File: config.mk
export PLATFORM = sky130hd
export DESIGN_NAME = mac_config_loader
export DESIGN_NICKNAME = d
export VERILOG_FILES = /design/src/rtl/mac_config_loader.sv
export SDC_FILE = /design/constraint.sdc
export NUM_CORES = 1
export LEC_CHECK = 0
export ABC_AREA = 1
export BUFFER_PORTS_ARGS = -buffer_cell sky130_fd_sc_hd__buf_2
export CORE_UTILIZATION = 48
export CTS_CLUSTER_SIZE = 16
export DETAILED_ROUTE_END_ITERATION = 6
export PLACE_DENSITY_LB_ADDON = 0.3
export SYNTH_ARGS = -nofsm -noshare
export SYNTH_HDL_FRONTEND = slang
export SYNTH_SLANG_ARGS = --single-unit
File: constraint.sdc
create_clock -name clk -period 3.5 [get_ports clk]
set_input_delay 0.7 -clock clk [delete_from_list [all_inputs] [get_ports clk]]
set_output_delay 0.7 -clock clk [all_outputs]
set_load 0.02 [all_outputs]
File: src/rtl/mac_config_loader.sv
// mac_config_loader: serial configuration loader for the MAC cluster array.
// Hunts a sync byte, shifts a framed payload into a shadow register, then
// commits it to the live configuration only if the 8-bit ones-count checksum
// matches, so clusters never observe a partially loaded configuration.
module mac_config_loader #(
    parameter int unsigned NUM_CLUSTERS = 1,
    parameter int unsigned CFG_BITS     = 16,
    parameter logic [7:0]  SYNC         = 8'hA5
) (
    input  logic                             clk,
    input  logic                             rst,
    input  logic                             config_en,
    input  logic                             config_in,
    output logic [NUM_CLUSTERS*CFG_BITS-1:0] cfg_word,
    output logic                             cfg_valid,
    output logic                             cfg_update,
    output logic                             busy,
    output logic                             config_err
);

    localparam int unsigned TOTAL   = NUM_CLUSTERS * CFG_BITS;
    localparam int unsigned CNT_MAX = (TOTAL > 8) ? TOTAL : 8;
    localparam int unsigned CNT_W   = $clog2(CNT_MAX) + 1;

    typedef enum logic [1:0] {
        HUNT  = 2'd0,
        LOAD  = 2'd1,
        CHECK = 2'd2
    } state_t;

    state_t             state, state_d;
    // Only the 7 most recent bits are stored; the 8th is the live input bit.
    logic [6:0]         sync_sr, sync_sr_d;
    logic [6:0]         chk, chk_d;
    logic [TOTAL-1:0]   shadow, shadow_d;
    logic [CNT_W-1:0]   bit_cnt, bit_cnt_d;
    logic [7:0]         ones_cnt, ones_cnt_d;
    logic [TOTAL-1:0]   cfg_word_d;
    logic               cfg_valid_d, cfg_update_d, busy_d, config_err_d;
    logic [7:0]         sync_win, chk_win;

    // State, datapath and registered outputs.
    always_ff @(posedge clk or posedge rst) begin
        if (rst) begin
            state      <= HUNT;
            sync_sr    <= '0;
            chk        <= '0;
            shadow     <= '0;
            bit_cnt    <= '0;
            ones_cnt   <= '0;
            cfg_word   <= '0;
            cfg_valid  <= 1'b0;
            cfg_update <= 1'b0;
            busy       <= 1'b0;
            config_err <= 1'b0;
        end else begin
            state      <= state_d;
            sync_sr    <= sync_sr_d;
            chk        <= chk_d;
            shadow     <= shadow_d;
            bit_cnt    <= bit_cnt_d;
            ones_cnt   <= ones_cnt_d;
            cfg_word   <= cfg_word_d;
            cfg_valid  <= cfg_valid_d;
            cfg_update <= cfg_update_d;
            busy       <= busy_d;
            config_err <= config_err_d;
        end
    end

    // Next-state, shift/count updates and commit decision; idle when config_en=0.
    always_comb begin
        state_d      = state;
        sync_sr_d    = sync_sr;
        chk_d        = chk;
        shadow_d     = shadow;
        bit_cnt_d    = bit_cnt;
        ones_cnt_d   = ones_cnt;
        cfg_word_d   = cfg_word;
        cfg_valid_d  = cfg_valid;
        cfg_update_d = 1'b0;
        config_err_d = config_err;
        sync_win     = {sync_sr, config_in};
        chk_win      = {chk, config_in};

        if (config_en) begin
            unique case (state)
                HUNT: begin
                    sync_sr_d = sync_win[6:0];
                    if (sync_win == SYNC) begin
                        state_d    = LOAD;
                        bit_cnt_d  = '0;
                        ones_cnt_d = '0;
                        sync_sr_d  = '0;
                    end
                end
                LOAD: begin
                    shadow_d   = TOTAL'({shadow, config_in});
                    ones_cnt_d = ones_cnt + 8'(config_in);
                    if (bit_cnt == CNT_W'(TOTAL - 1)) begin
                        state_d   = CHECK;
                        bit_cnt_d = '0;
                    end else begin
                        bit_cnt_d = bit_cnt + CNT_W'(1);
                    end
                end
                CHECK: begin
                    chk_d = chk_win[6:0];
                    if (bit_cnt == CNT_W'(7)) begin
                        state_d   = HUNT;
                        bit_cnt_d = '0;
                        if (chk_win == ones_cnt) begin
                            cfg_word_d   = shadow;
                            cfg_valid_d  = 1'b1;
                            cfg_update_d = 1'b1;
                            config_err_d = 1'b0;
                        end else begin
                            config_err_d = 1'b1;
                        end
                    end else begin
                        bit_cnt_d = bit_cnt + CNT_W'(1);
                    end
                end
                default: state_d = HUNT;
            endcase
        end

        busy_d = (state_d != HUNT);
    end

endmodule

==> metrics.md, run 1 <==
| Metric | Value |
|---|---|
| Multi-input gate area | `0.00120 sq mm` |
| F_max | `0.453 GHz` |
| Crit path DAT | `2.47 ns` |
| Max transition margin | `58.9%` |
| Synth Register Bits | `65` |
| Grt ovf | `0` |
| Tmin final | `2.21 ns` |
| Min-delay worst type | `in2async` |
| Port bufs | `23` |
| Clk Latency, worst-skew pair | `0.35 ns` |
| Post-Syn Area | `0.00306 sq mm` |
| Hold WS | `0.302 ns` |
| Antenna Violating Nets Remaining | `0` |
| DP Area | `0.00322 sq mm` |
| Critical Path RT | `3.76 ns` |
| Avg Cell Area, Syn | `8.63 sq um` |
| TritonCTS Buffers | `9` |
| Static Leakage | `1.83 nW` |
| Syn_nets | `367` |
| Core Region | `0.00603 sq mm` |
| Final worst slack | `1.29 ns` |
| Largest net degree at the start of global routing | `51` |
| Die footprint | `0.00669 sq mm` |
| Kind of critical path | `reg2reg` |
| First-pass DRT Iterations | `4` |
| Via/cell ratio | `4.90` |
| Worst-case clock buffer depth | `2` |
| Post-CTS setup buffers | `0` |
| CP max FO | `19` |
| DRC violation total after the first TritonRoute iteration | `132` |
| Initial core utilization | `50.7%` |
| Max Cap Viol | `0` |
| Layout area overhead | `12.9%` |
| CTS tree | `done` |
| Clk pin slew, worst setup/hold paths | `0.08 ns` |
| Outcome | `complete, no violations` |
| CTS Hold Buffers Added | `0` |
| Root Driver | `clkbuf_8` |
| Chip Height | `81.8 microns` |
| Crit. Startpoint | `state[1]` |
| Top-Level Pins | `24` |
| R2R depth | `9` |
| Final setup fails | `0` |
| YS warnings | `0` |
| Unrepaired setup endpoints after global routing | `no` |
| Post-route DRC violation count | `0` |
| Post-layout nets | `395` |
| Num Clock Sinks | `65` |
| Syn Inst Count | `354` |
| Peak supply drop | `0.396 mV` |
| Vias in the first global route | `2,133` |
| Antenna violations before repair | `0` |
| Final Skew | `0.0138 ns` |
| Post-DP HPWL | `3800 microns` |
| Final RePlAce weighted congestion | `0.851` |
| CTS HTree Levels | `3` |
| Crit start category | `flip-flop` |
| Pre-CTS WS | `1.29 ns` |
| Routed vias | `2,265` |
| CP Capture Type | `flip-flop` |
| Gr usage total | `19.0%` |
| Final Hold Fails | `0` |
| Global-route wire length before repair | `9450 microns` |
| DR WL/cell | `11.9 microns` |
| Power per Cell Area | `643 mW/mm^2` |
| Sequential standard cell area | `0.00163 sq mm` |
| Routed WL | `5490 microns` |
| Std-Cell Rows | `28` |
| Setup TNS Final | `0 ns` |
| Final instance area | `0.00345 sq mm` |
| # resized after CTS | `0` |
| Layout cells sized above 1 | `17.8%` |
| N_diodes | `0` |
| Tcrit/Tclk final | `63.0%` |
| Worst slew pin tran | `0.616 ns` |
| Filler cell count | `546` |
| Register area share after synthesis | `53.2%` |
| Critical R2R Launch | `state[1]` |
| Die W | `81.8 microns` |
| Cell variety after synth | `30` |
| Count of pins over their slew limit | `0` |
-- registers in the layout (all words and copies together) (netlist names) --
| signal | cells |
|---|---|
| state | 2 |
| busy | 1 |
| shadow | 16 |
| ones_cnt | 8 |
| bit_cnt | 5 |
| chk | 7 |
| cfg_update | 1 |
| config_err | 1 |
| cfg_valid | 1 |
| sync_sr | 7 |
| cfg_word | 16 |
-- path summary, 6_finish.rpt --
kind	endpoint	slack (ns)
setup reg to reg	ones_cnt[4]	1.29
max in group asynchronous	cfg_word[9]	2.26
min in group clk	cfg_valid	0.46
hold reg to reg	cfg_valid	0.46
hold / removal	bit_cnt[3]	0.30
setup / recovery	ones_cnt[4]	1.29
-- stage by stage --
stage / total power [mW] / util, % / std cells
after global routing: 2.36 / 57.2 / 462
after floorplan: 1.39 / - / 354
after CTS: 2.24 / 57.2 / 462
after global placement: 1.50 / 53.4 / 446
final: 2.22 / 57.2 / 462
after detailed placement: 1.51 / 53.4 / 446
-- critical path, cell delays in order, from the launching register on --
cell and delay, ns:
dfrtp_1 0.40, inv_1 0.11, ha_1 0.43, nand2_2 0.32
inv_2 0.31, o21ai_1 0.11, buf_4 0.17, inv_1 0.14
nand2_1 0.06, o21ai_1 0.07
-- final cells by class --
type                    instances  area share [%]
repair buffers                 25            3.77
multi-input cells             236            34.8
flip-flops and latches         65            47.2
clock inverters                 6            2.61
inverters                      45            4.90
clock buffers                  10            3.99
well taps                      75            2.72
-- layer usage --
metal	part of all wire (%)	GRT usage, %	vias to the layer above	wire, microns
li1	-	-	1171	-
met1	48	23.8	1053	2610
met2	48	30.6	32	2630
met3	2.8	4.00	9	154
met4	1.8	10.7	0	97
met5	0	0	-	0
-- cell usage in the layout, fill, tap and decap left out, types with 2 or more instances in the layout --
master,n
clkbuf_8,10
dfrtp_1,65
xor2_1,3
o21ai_0,36
nand2_2,11
nand4_1,2
xnor2_1,2
ha_1,9
nor2_2,2
nand3_1,14
nor2_1,13
inv_1,36
a21oi_1,7
nor3_1,3
bufinv_16,2
inv_2,8
o21ai_1,12
nand2_1,114
buf_4,2
buf_2,23
-- Yosys cell counts, drive strengths merged --
cell	number	area share, %
xnor2	3	1.1
inv	44	5.4
or2	1	0.20
nand2	126	17
nor2	17	3.0
clkinv	1	0.12
o21ai	48	7.9
clkbuf	4	0.49
nor3	3	0.49
a21oi	7	1.1
nand4	3	1.1
ha	9	3.7
nand3	16	3.2
dfrtp	65	53
xor2	3	0.86
buf	4	1.4
-- report_power, final --
group          switching [mW]  total (mW)  internal, mW
clock network           0.301       0.724         0.423
registers               0.125        1.03         0.906
logic                   0.301       0.463         0.162
total                   0.728        2.22          1.49
-- cell families (layout without fill, tap and decap cells) --
logic type      Yosys count  after routing  synth area share, %
xor+xnor                  6              6                 1.97
compound gates           55             55                 9.01
flops                    65             65                 53.2
simple gates            166            166                 24.7
buf+inv                  53             86                 7.45
fa+ha+maj                 9              9                 3.69
(Power assumes the default switching activity.)
==> run 2, diff against run 1 <==
- ABC_AREA: 1 -> 0
- clock period: 3.5 -> 2.28 ns (I/O delays scaled with it)
==> metrics.md, run 2 <==
| Metric | Value |
|---|---|
| TritonCTS Buffers | `9` |
| Comb pwr share | `23.5%` |
| Count of pins over their slew limit | `0` |
| Critical-path cell list | `ha_1 -> nand4bb_4 -> or2_1 -> or4_4 -> mux2_4` |
| Vias in the first global route | `1,946` |
| Synth top area cells | `dfrtp_1, mux2_2, mux2_4` |
| Crit path DAT | `2.37 ns` |
| Post-DP HPWL | `3750 microns` |
| Sequential standard cell area | `0.00163 sq mm` |
| Most frequent cells in the layout | `dfrtp_1, mux2_2, buf_2, nand2_1, buf_4` |
| Final setup fails | `0` |
| Max transition margin | `69.3%` |
| Chip Height | `81.2 microns` |
| Post-synth ARST share | `100%` |
| Area leader, netlist | `dfrtp_1` |
| YS warnings | `0` |
| CTS tree | `done` |
| Register area share after synthesis | `54.1%` |
| Layout cells sized above 1 | `38.1%` |
| Std-Cell Rows | `28` |
| Critical Path RT | `2.51 ns` |
| Most frequent cell after synthesis | `dfrtp_1` |
| Power per Cell Area | `981 mW/mm^2` |
| Cell variety after synth | `45` |
| Clk Latency, worst-skew pair | `0.34 ns` |
| Largest net degree at the start of global routing | `34` |
| Crit start category | `flip-flop` |
| Max incr delay on CP | `0.59 ns` |
| Crit path to | `cfg_word[13]` |
| Peak supply drop | `0.576 mV` |
| Worst-case clock buffer depth | `2` |
| Unrepaired setup endpoints after global routing | `no` |
| Most instantiated cells after synthesis | `dfrtp_1, mux2_2, nand2_1` |
| Tmin final | `2.14 ns` |
| Port bufs | `23` |
| Top-Level Pins | `24` |
| CTS Hold Buffers Added | `0` |
| Commonest non-fill, non-tap cell in the layout | `dfrtp_1` |
| Global-route wire length before repair | `9190 microns` |
| Final worst slack | `0.144 ns` |
| Initial core utilization | `50.2%` |
| Antenna violations before repair | `0` |
| Sw frac | `31.2%` |
| Slowest CP cell | `or4_4` |
| Worst slew pin tran | `0.454 ns` |
| Setup TNS Final | `0 ns` |
| Kind of critical path | `reg2reg` |
| Ys flop type | `dfrtp_1` |
| Final RePlAce weighted congestion | `0.840` |
| Delay-heaviest family, CP | `simple AND/OR/NAND/NOR gates` |
| Core Region | `0.00599 sq mm` |
| Post-layout nets | `286` |
| Grt ovf | `0` |
| Post-synth EDFFs | `0` |
| Clk pin slew, worst setup/hold paths | `0.08 ns` |
| Synth Register Bits | `65` |
| Num Clock Sinks | `65` |
| N_diodes | `0` |
| WP buf/inv | `0` |
| Tcrit/Tclk final | `93.7%` |
| Worst reg2reg endpoint | `cfg_word[13]` |
| Avg Cell Area, Syn | `12.9 sq um` |
| Via/cell ratio | `5.37` |
| Routed vias | `1,896` |
| Clock Power Share | `29.0%` |
| Crit. Startpoint | `bit_cnt[0]` |
| Syn Inst Count | `234` |
| Min-delay worst type | `in2async` |
| Antenna Violating Nets Remaining | `0` |
| Flop2flop setup slack | `0.14 ns` |
| CP Depth | `5` |
| Pre-CTS WS | `0.0150 ns` |
| Total power draw | `3.42 mW` |
| Die footprint | `0.00659 sq mm` |
| Post-route DRC violation count | `0` |
| Post-Syn Area | `0.00301 sq mm` |
| Final Skew | `0.0126 ns` |
| Die W | `81.2 microns` |
| Syn_nets | `247` |
| F_max | `0.468 GHz` |
| Static Leakage | `1.73 nW` |
| Internal Power | `2.35 mW` |
| Largest registers | `cfg_word: 16 flops, shadow: 16 flops, ones_cnt: 8 flops` |
| CP Capture Type | `flip-flop` |
| Routed WL | `5290 microns` |
| CP max FO | `17` |
| First-pass DRT Iterations | `4` |
| Sw power | `1.07 mW` |
| Critical R2R Launch | `bit_cnt[0]` |
| Filler cell count | `497` |
| Root Driver | `clkbuf_8` |
| Final Hold Fails | `0` |
| Max Cap Viol | `0` |
| Sequential share of power | `47.5%` |
| DRC violation total after the first TritonRoute iteration | `38` |
| R2R depth | `5` |
| Post-synth top area share | `54.1%` |
| Layout area overhead | `15.7%` |
| Outcome | `complete, no violations` |
| CTS HTree Levels | `3` |
| Gr usage total | `19.1%` |
| Multi-input gate area | `0.00130 sq mm` |
| DR WL/cell | `15.0 microns` |
run 2: timing repair:
action / CTS / global route
resized for setup: 0 / 0
setup endpoints to repair: 0 / 16
endpoints found under the hold margin: 0 / 0
setup buffers: 0 / 0
run 2: routing by layer:
layer,global-route usage (%),part of all wire (%),vias to the layer above
met4,9.29,1.4,0
li1,-,-,927
met1,22.2,46,927
met2,31.2,48,35
met3,7.08,4.2,7
met5,0,0,-
run 2: worst reg2reg max path: cells and delay by family, from the launching register on:
kind	cells	cell delay (ns)
and+or+nand+nor	3	1.00
adders and majority gates	1	0.27
DFF	1	0.39
muxes	1	0.36
run 2: metrics by stage:
step           hold WS, ns  utilization (%)  instances  area (sq um)
6_report            0.0973             58.1        353          3480
5_1_grt              0.100             58.1        353          3480
4_1_cts             0.0962             58.1        353          3480
3_5_place_dp         0.454             54.8        337          3280
3_3_place_gp         0.448             54.8        337          3280
2_1_floorplan        0.468                -        234          3010
run 2: area by class of cell:
type                            count  area share, %
Clock inverter                      7           2.23
Tap cell                           75           2.69
Clock buffer                        9           3.56
Timing Repair Buffer               37           6.68
Sequential cell                    65           46.7
Multi-Input combinational cell    152           37.3
Inverter                            8          0.862
run 2: cells by family (layout without fill, tap and decap cells):
logic type	after synthesis	in the layout	synth area share [%]
buffers and inverters	17	61	2.91
and+or+nand+nor	55	55	10.8
muxes	44	44	17.5
adders and majority gates	9	9	3.74
AOI/OAI and AO/OA	37	37	8.94
xor gates and xnor gates	7	7	2.04
DFF	65	65	54.1
run 2: worst min-delay path by stage:
stage	endpoint	slack (ns)
global route	ones_cnt[3]	0.10
floorplan	sync_sr[2]	0.47
detailed placement	cfg_valid	0.45
CTS	ones_cnt[3]	0.1
finish	ones_cnt[3]	0.1
global placement	cfg_valid	0.45
run 2: power by group through the flow:
stage / Clock (mW) / Combinational [mW] / Sequential, mW
3_3_place_gp: 0 / 0.786 / 1.63
2_1_floorplan: 0 / 0.609 / 1.58
4_1_cts: 1.03 / 0.812 / 1.62
6_report: 0.989 / 0.803 / 1.62
3_5_place_dp: 0 / 0.814 / 1.64
5_1_grt: 1.09 / 0.888 / 1.67
==> run 3, diff against run 2 <==
- GPL_ROUTABILITY_DRIVEN: default -> 1
- RECOVER_POWER: default -> 50
==> metrics.md, run 3 (same netlist as run 2, synthesis figures left out) <==
| Metric | Value |
|---|---|
| Core Region | `0.00599 sq mm` |
| Post-CTS setup buffers | `0` |
| Initial core utilization | `50.2%` |
| Commonest non-fill, non-tap cell in the layout | `dfrtp_1` |
| Die footprint | `0.00659 sq mm` |
| CTS HTree Levels | `3` |
| DR WL/cell | `15.0 microns` |
| Largest net degree at the start of global routing | `34` |
| DP Area | `0.00328 sq mm` |
| Tmin final | `2.14 ns` |
| Layout cells sized above 1 | `33.8%` |
| Final Hold Fails | `0` |
| CP max FO | `17` |
| Post-layout nets | `286` |
| Static Leakage | `1.68 nW` |
| TritonCTS Buffers | `9` |
| Post-route DRC violation count | `0` |
| Global-route wire length before repair | `9190 microns` |
| Root Driver | `clkbuf_8` |
| Max transition margin | `46.9%` |
| Tcrit/Tclk final | `93.8%` |
| Num Clock Sinks | `65` |
| Via/cell ratio | `5.37` |
| Largest registers | `cfg_word: 16 flops, shadow: 16 flops, ones_cnt: 8 flops` |
| F_max | `0.468 GHz` |
| Antenna Violating Nets Remaining | `0` |
| N_diodes | `0` |
| Vias in the first global route | `1,946` |
| Grt ovf | `0` |
| CP Capture Type | `flip-flop` |
| Unrepaired setup endpoints after global routing | `no` |
| Setup TNS Final | `0 ns` |
| Crit path DAT | `2.36 ns` |
| Final Skew | `0.0126 ns` |
| DRC violation total after the first TritonRoute iteration | `37` |
| CTS tree | `done` |
| Std-Cell Rows | `28` |
| Routed vias | `1,896` |
| Clk Latency, worst-skew pair | `0.34 ns` |
| Outcome | `complete, no violations` |
| Chip Height | `81.2 microns` |
| Crit start category | `flip-flop` |
| Routed WL | `5300 microns` |
| Layout area overhead | `14.7%` |
| Count of pins over their slew limit | `0` |
| Top-Level Pins | `24` |
| Die W | `81.2 microns` |
| Filler cell count | `505` |
| Worst-case clock buffer depth | `2` |
| Gr usage total | `19.1%` |
| # resized after CTS | `0` |
| Final instance area | `0.00345 sq mm` |
| Antenna violations before repair | `0` |
| Port bufs | `23` |
| Final RePlAce weighted congestion | `0.840` |
| Min-delay worst type | `in2async` |
| Critical Path RT | `2.51 ns` |
| First-pass DRT Iterations | `4` |
| Power per Cell Area | `987 mW/mm^2` |
| Clk pin slew, worst setup/hold paths | `0.08 ns` |
| Hold WS | `0.209 ns` |
| CTS Hold Buffers Added | `0` |
| Peak supply drop | `0.576 mV` |
| Final setup fails | `0` |
| Max Cap Viol | `0` |
| Post-DP HPWL | `3750 microns` |
| Most frequent cells in the layout | `dfrtp_1, mux2_2, nand2_1, buf_2, buf_4` |
| Worst slew pin tran | `0.796 ns` |
| Kind of critical path | `reg2reg` |
==> run 3: worst paths after layout <==
kind                       startpoint      endpoint  slack, ns  cells after the start
setup / recovery           bit_cnt[0]  cfg_word[13]       0.14                      5
hold / removal                    rst   ones_cnt[3]       0.21                      2
setup reg to reg           bit_cnt[0]  cfg_word[13]       0.14                      5
hold reg to reg             cfg_valid     cfg_valid       0.47                      1
max in group asynchronous         rst        chk[3]       0.85                      3
min in group clk            config_in    sync_sr[0]       0.41                      3
==> run 3: power breakdown <==
group          internal, mW  total (mW)  switching [mW]  leakage (nW)
registers              1.40        1.62           0.221         0.861
logic                 0.425       0.795           0.371         0.715
clock network         0.514       0.987           0.473         0.100
total                  2.34        3.41            1.06          1.68
==> run 3: metrics by stage <==
step,std cells,power [mW],worst slack [ns],util [%]
2_1_floorplan,234,2.19,0.0170,-
3_3_place_gp,337,2.42,0.0812,54.8
3_5_place_dp,337,2.46,0.0150,54.8
4_1_cts,353,3.47,0.00156,58.1
5_1_grt,353,3.64,0.0452,57.6
6_report,353,3.41,0.142,57.6
==> run 3: metal layers <==
| metal | share of wire (%) | GRT usage, % |
|---|---|---|
| met5 | 0 | 0 |
| met4 | 1.4 | 9.29 |
| met3 | 4.3 | 7.08 |
| met2 | 48 | 31.2 |
| met1 | 46 | 22.2 |
==> run 3: area by class of cell <==
class	instances	area [sq um]	share of cell area, %
clock buffers	9	124	3.59
clock inverters	7	77.6	2.25
inverters	8	30.0	0.870
multi-input cells	152	1300	37.6
flip-flops and latches	65	1630	47.1
well taps	75	93.8	2.72
repair buffers	37	201	5.84
==> run 3: worst max-delay path: stages, from the launching register on <==
cell,delay [ns]
dfrtp_1,0.39
ha_1,0.27
nand4bb_4,0.13
or2_1,0.28
or4_4,0.59
mux2_4,0.35
